[src/rtl/mux_2_arb_pkg.sv]
// Shared types and constants for the two-requester burst arbiter.
package mux_2_arb_pkg;

  typedef enum logic [1:0] {
    IDLE    = 2'd0,
    GRANT_A = 2'd1,
    GRANT_B = 2'd2
  } arb_state_e;

  localparam logic SEL_A = 1'b0;
  localparam logic SEL_B = 1'b1;

endpackage

[src/rtl/mux_2.sv]
// One-bit 2:1 multiplexer; one copy per data bit of the arbiter datapath.
module mux_2 (
  input  logic in_a,
  input  logic in_b,
  input  logic select,
  output logic out
);

  assign out = select ? in_b : in_a;

endmodule

[src/rtl/mux_2_arbiter.sv]
// Round-robin burst arbiter between two requesters onto one ready/valid
// output. Only the grant state is registered; the datapath is purely combinational.
module mux_2_arbiter
  import mux_2_arb_pkg::*;
#(
  parameter int unsigned WIDTH     = 8,
  parameter int unsigned MAX_BURST = 4
) (
  input  logic             clk,
  input  logic             rst_n,
  input  logic             req_a,
  input  logic [WIDTH-1:0] data_a,
  input  logic             last_a,
  output logic             ready_a,
  input  logic             req_b,
  input  logic [WIDTH-1:0] data_b,
  input  logic             last_b,
  output logic             ready_b,
  output logic             out_valid,
  output logic [WIDTH-1:0] out_data,
  input  logic             out_ready,
  output logic             select
);

  localparam int unsigned CW = $clog2(MAX_BURST) + 1;
  localparam logic [CW-1:0] LAST_CNT = CW'(MAX_BURST - 1);

  arb_state_e    state_q;
  logic [CW-1:0] beat_cnt_q, beat_cnt_d;
  logic          last_grant_q;
  logic          cur_last;
  logic          beat;
  logic          burst_end;

  // Handshake outputs decode straight from the state register so that an
  // asynchronous reset drops them without waiting for a clock.
  always_comb begin
    ready_a   = 1'b0;
    ready_b   = 1'b0;
    out_valid = 1'b0;
    select    = SEL_A;
    unique case (state_q)
      GRANT_A: begin
        out_valid = req_a;
        ready_a   = out_ready;
      end
      GRANT_B: begin
        out_valid = req_b;
        ready_b   = out_ready;
        select    = SEL_B;
      end
      default: ;
    endcase
  end

  always_comb begin
    cur_last   = (select == SEL_B) ? last_b : last_a;
    beat       = out_valid && out_ready;
    burst_end  = beat && (cur_last || (beat_cnt_q == LAST_CNT));
    beat_cnt_d = beat_cnt_q;
    if (burst_end) begin
      beat_cnt_d = '0;
    end else if (beat) begin
      beat_cnt_d = beat_cnt_q + CW'(1);
    end
  end

  always_ff @(posedge clk or negedge rst_n) begin
    if (!rst_n) begin
      state_q      <= IDLE;
      beat_cnt_q   <= '0;
      last_grant_q <= SEL_B;
    end else begin
      beat_cnt_q <= beat_cnt_d;
      unique case (state_q)
        IDLE: begin
          if (req_a && req_b) begin
            state_q <= (last_grant_q == SEL_B) ? GRANT_A : GRANT_B;
          end else if (req_a) begin
            state_q <= GRANT_A;
          end else if (req_b) begin
            state_q <= GRANT_B;
          end
        end
        GRANT_A: begin
          if (burst_end) begin
            last_grant_q <= SEL_A;
            state_q      <= req_b ? GRANT_B : IDLE;
          end
        end
        GRANT_B: begin
          if (burst_end) begin
            last_grant_q <= SEL_B;
            state_q      <= req_a ? GRANT_A : IDLE;
          end
        end
        default: state_q <= IDLE;
      endcase
    end
  end

  for (genvar i = 0; i < WIDTH; i++) begin : g_mux
    mux_2 u_mux (
      .in_a  (data_a[i]),
      .in_b  (data_b[i]),
      .select(select),
      .out   (out_data[i])
    );
  end

endmodule

[config.mk]
export PLATFORM = sky130hd
export DESIGN_NAME = mux_2_arbiter
export DESIGN_NICKNAME = d
export VERILOG_FILES = /design/src/rtl/mux_2_arb_pkg.sv /design/src/rtl/mux_2.sv /design/src/rtl/mux_2_arbiter.sv
export SDC_FILE = /design/constraint.sdc
export NUM_CORES = 1
export LEC_CHECK = 0
export BUFFER_PORTS_ARGS = -buffer_cell sky130_fd_sc_hd__buf_4
export CAP_MARGIN = 20
export CORE_MARGIN = 2
export CORE_UTILIZATION = 46
export CTS_CLUSTER_SIZE = 24
export DETAILED_ROUTE_END_ITERATION = 6
export GPL_ROUTABILITY_DRIVEN = 0
export GPL_TIMING_DRIVEN = 0
export HOLD_SLACK_MARGIN = 0.05
export PLACE_DENSITY = 0.9
export REMOVE_ABC_BUFFERS = 1
export SYNTH_ARGS = -nofsm -noshare
export SYNTH_HDL_FRONTEND = slang
export SYNTH_SLANG_ARGS = --single-unit
[constraint.sdc]
create_clock -name clk -period 3.3 [get_ports clk]
set_input_delay 0.165 -clock clk [delete_from_list [all_inputs] [get_ports clk]]
set_output_delay 0.165 -clock clk [all_outputs]
set_load 0.02 [all_outputs]
==> impl_summary.txt <==
----------------------------------------------------
[Status]
  Outcome ... complete, no violations

[STA]
  Total setup violations reported at the end of the flow ... 0
  Part of the cycle the worst path needs ... roughly 66%
  Setup TNS ... 0 ns
  Worst-case clock skew ... around 0.0079 ns
  Final Worst Setup Slack ... 1.11 ns
  Number of slew-limit violations in the final report ... 0
  Worst-margin pin slew ... 0.543 ns
  Final hold violation count ... 0
  Min Clock Period, post-route ... between 2 and 2.5 ns
  RSZ-0062 raised after global routing ... false
  Headroom to the max-slew limit ... 63.8%
  Fmax ... between 0.4 and 0.5 GHz
  Tightest hold margin ... 0.263 ns

[Worst setup path]
  Critical path data required time ... 3.43 ns
  Worst path arrival time ... 2.32 ns
  RR Endpoint ... state_q[1]
  Critical Path Start Type ... flop
  Combined buffer and inverter count along the critical path ... 1
  Cell chain of the critical path ... inv_1, ha_1, mux2i_1, a211oi_2, o22ai_2, mux2_4
  Minimum setup slack among reg-to-reg paths ... ~1.1 ns
  Highest cell delay on the worst timing path ... 0.52 ns
  Beginning of the worst register-to-register path ... state_q[0]
  Worst-path fanout max ... 13
  FF-to-FF path depth ... 6
  Critical setup path kind ... reg -> reg
  Critical Path End Type ... flop
  Crit path max-delay cell type ... sky130_fd_sc_hd__ha_1
  Cell family contributing the most delay on the critical path ... adder cells

[Placed design]
  Detailed placer's ending HPWL ... 1.08 mm
  Port Buf Inserts ... 34
  Inst Count DP ... approximately 110
  Worst-case setup slack after placement ... about 1.1 ns

[Clock network]
  Post-CTS resize count ... 0
  Clock transition at the registers of the reported paths ... 0.05 ns
  Clock sink count ... 6
  H-tree level count ... 1
  Total clock buffers created by CTS ... 3
  Buffer levels on the longest clock path ... 2
  CTS Root Buffer Type ... sky130_fd_sc_hd__clkbuf_4
  Clk Latency, worst-skew pair ... roughly 0.24 ns
  CTS tree ... done

[Synthesis]
  Yosys reg bits ... 6
  Syn_area_per_cell ... 9.35 µm²
  Sequential fraction of the synthesis area ... between 20% and 30%
  Count of distinct cell types in the synthesized netlist ... 24
  Number of warnings issued by yosys ... 0
  Area of the mapped netlist ... just over 600 µm²
  Cell count after synthesis ... 66

[Route]
  Count of routing violations after the opening detailed-route iteration ... 4
  Total wire length after detailed routing ... 1.24 mm
  Number of antenna-violating nets in the routed design ... 0
  Via total after detailed routing ... 575
  DRC violations left ... 0
  Detail-routed net length per standard cell ... 11.2 µm
  First-pass DRT Iterations ... 4
  Vias per Instance ... between 5 and 6

[Die]
  Initial Utilization ... around half
  Die extent in y ... roughly 40 µm
  Area inside the core boundary ... 1270 µm²
  Boundary Pins ... 35
  Num rows ... 13
  Die Width ... 40.6 µm
  Area enclosed by the die boundary ... 1650 µm²

[Final layout]
  Share of cells above drive strength 1 ... 53.1%
  Post-layout net count ... 127
  Multi-input logic area ... 379 µm²
  Number of non-filler instances in the completed layout ... 111
  Antenna diode instance count ... 0
  Area taken by flip-flops and latches ... 151 µm²
  Post-synthesis to final-layout area growth ... 40.0%
  Fillcell total ... 104

[Power]
  Areal power density over the cells ... 723 nW/µm²
  Worst-case vdd ir drop ... 0.531 mV
  Static leakage power ... 0.000426 µW
  Total power of the final layout ... between 600 and 700 µW

[Global routing]
  Initial antenna violation count ... 0
  Via count of the first global-routing pass ... a little under 600
  Largest net degree at the start of global routing ... 14
  GR Util All Layers ... between 10% and 20%
  Congestion Overflow GR ... 0
  First-pass GRT wire length ... 2.08 mm

[Hold path]
  Class of the tightest hold or removal check ... in -> async

[Job]
  Max Cap Viol ... 0

----------------------------------------------------
-- layout make-up --
cell class	instances	area share (%)
Sequential cell	6	17.5
Multi-Input combinational cell	45	43.9
Clock buffer	4	3.04
Inverter	6	2.61
Tap cell	15	2.17
Timing Repair Buffer	35	30.7
-- report_power, final --
part           internal (µW)  total [µW]  leakage [µW]  switching, µW
Sequential               100         123     0.0000757           23.0
Combinational            212         429      0.000336            217
Clock                   45.8        72.2     0.0000150           26.5
-- stage by stage --
step / cell area (µm²) / util [%]
after detailed placement: 827 / 65.2
final: 863 / 68.0
after CTS: 863 / 68.0
after floorplan: 553 / -
after global routing: 863 / 68.0
after global placement: 827 / 65.2
-- routing by layer --
layer	part of all wire [%]	vias up	track usage, %
li1	-	279	-
met1	40	265	21.4
met2	49	31	32.1
met3	11	0	2.72
met4	0	0	10.8
met5	0	-	0
-- worst max path at each step --
stage / cells past startpoint / start / to
after floorplan: 6 / state_q[0] / state_q[1]
after global placement: 6 / state_q[0] / state_q[1]
after detailed placement: 6 / state_q[0] / state_q[1]
after CTS: 6 / state_q[0] / state_q[1]
after global routing: 6 / state_q[0] / state_q[1]
final: 6 / state_q[0] / state_q[1]
-- cells in the mapped netlist (all sizes together) --
library cell / instances / area share [%]
o22ai: 1 / 2.0
mux2i: 2 / 3.2
buf: 9 / 10
o21ai: 4 / 3.2
a211oi: 2 / 3.2
nand2: 4 / 2.4
a22oi: 1 / 1.2
ha: 7 / 14
nor2: 2 / 1.2
dfrtp: 5 / 20
a21oi: 2 / 1.6
or3b: 1 / 1.4
and2: 2 / 2.0
nand4: 1 / 1.0
inv: 6 / 3.7
mux2: 9 / 17
nor2b: 3 / 3.0
dfstp: 1 / 4.3
a311oi: 1 / 1.4
nand2b: 2 / 2.0
or2: 1 / 1.0
-- layout by cell type, fill, tap and decap left out --
cell type / netlist / final
sky130_fd_sc_hd__o21ai_0: 4 / 4
sky130_fd_sc_hd__nand2_1: 4 / 4
sky130_fd_sc_hd__o22ai_2: 1 / 1
sky130_fd_sc_hd__ha_1: 7 / 7
sky130_fd_sc_hd__a211oi_1: 1 / 1
sky130_fd_sc_hd__nand4_1: 1 / 1
sky130_fd_sc_hd__mux2_2: 8 / 8
sky130_fd_sc_hd__a22oi_1: 1 / 1
sky130_fd_sc_hd__and2_1: 2 / 2
sky130_fd_sc_hd__mux2_4: 1 / 1
sky130_fd_sc_hd__dfstp_2: 1 / 1
sky130_fd_sc_hd__dlygate4sd3_1: 0 / 1
sky130_fd_sc_hd__inv_1: 6 / 6
sky130_fd_sc_hd__nor2_1: 2 / 2
sky130_fd_sc_hd__buf_4: 8 / 34
sky130_fd_sc_hd__a211oi_2: 1 / 1
sky130_fd_sc_hd__a311oi_1: 1 / 1
sky130_fd_sc_hd__or3b_2: 1 / 1
sky130_fd_sc_hd__mux2i_1: 2 / 2
sky130_fd_sc_hd__a21oi_1: 2 / 2
sky130_fd_sc_hd__clkbuf_1: 0 / 1
sky130_fd_sc_hd__or2_2: 1 / 1
sky130_fd_sc_hd__clkbuf_4: 0 / 3
sky130_fd_sc_hd__dfrtp_1: 5 / 5
sky130_fd_sc_hd__nor2b_1: 3 / 3
sky130_fd_sc_hd__nand2b_1: 2 / 2
-- timing repair --
action	4_1_cts	5_1_grt
buffers inserted	0	0
hold buffers	1	0
endpoints found under the hold margin	6	0
-- worst reg2reg max path, delay by kind of cell (launching register included) --
family                     cells  cell delay (ns)
buffers and inverters          1             0.14
adders and majority gates      1             0.52
DFF                            1             0.40
AOI/OAI and AO/OA              2             0.49
muxes                          2             0.52
-- kinds of logic after synthesis --
kind of cell | Yosys count | synth area share [%]
AND/OR/NAND/NOR | 16 | 14.2
buffers and inverters | 15 | 14.0
AO/OA/AOI/OAI | 11 | 12.8
multiplexers | 11 | 20.3
adder cells (fa/ha/maj) | 7 | 14.2
flip-flops | 6 | 24.5
-- flip-flops by register name, summed over array words and instances, names as in the netlist --
name,count
beat_cnt_q,3
last_grant_q,1
state_q,2
No activity file was read; power rests on OpenSTA's default activity.
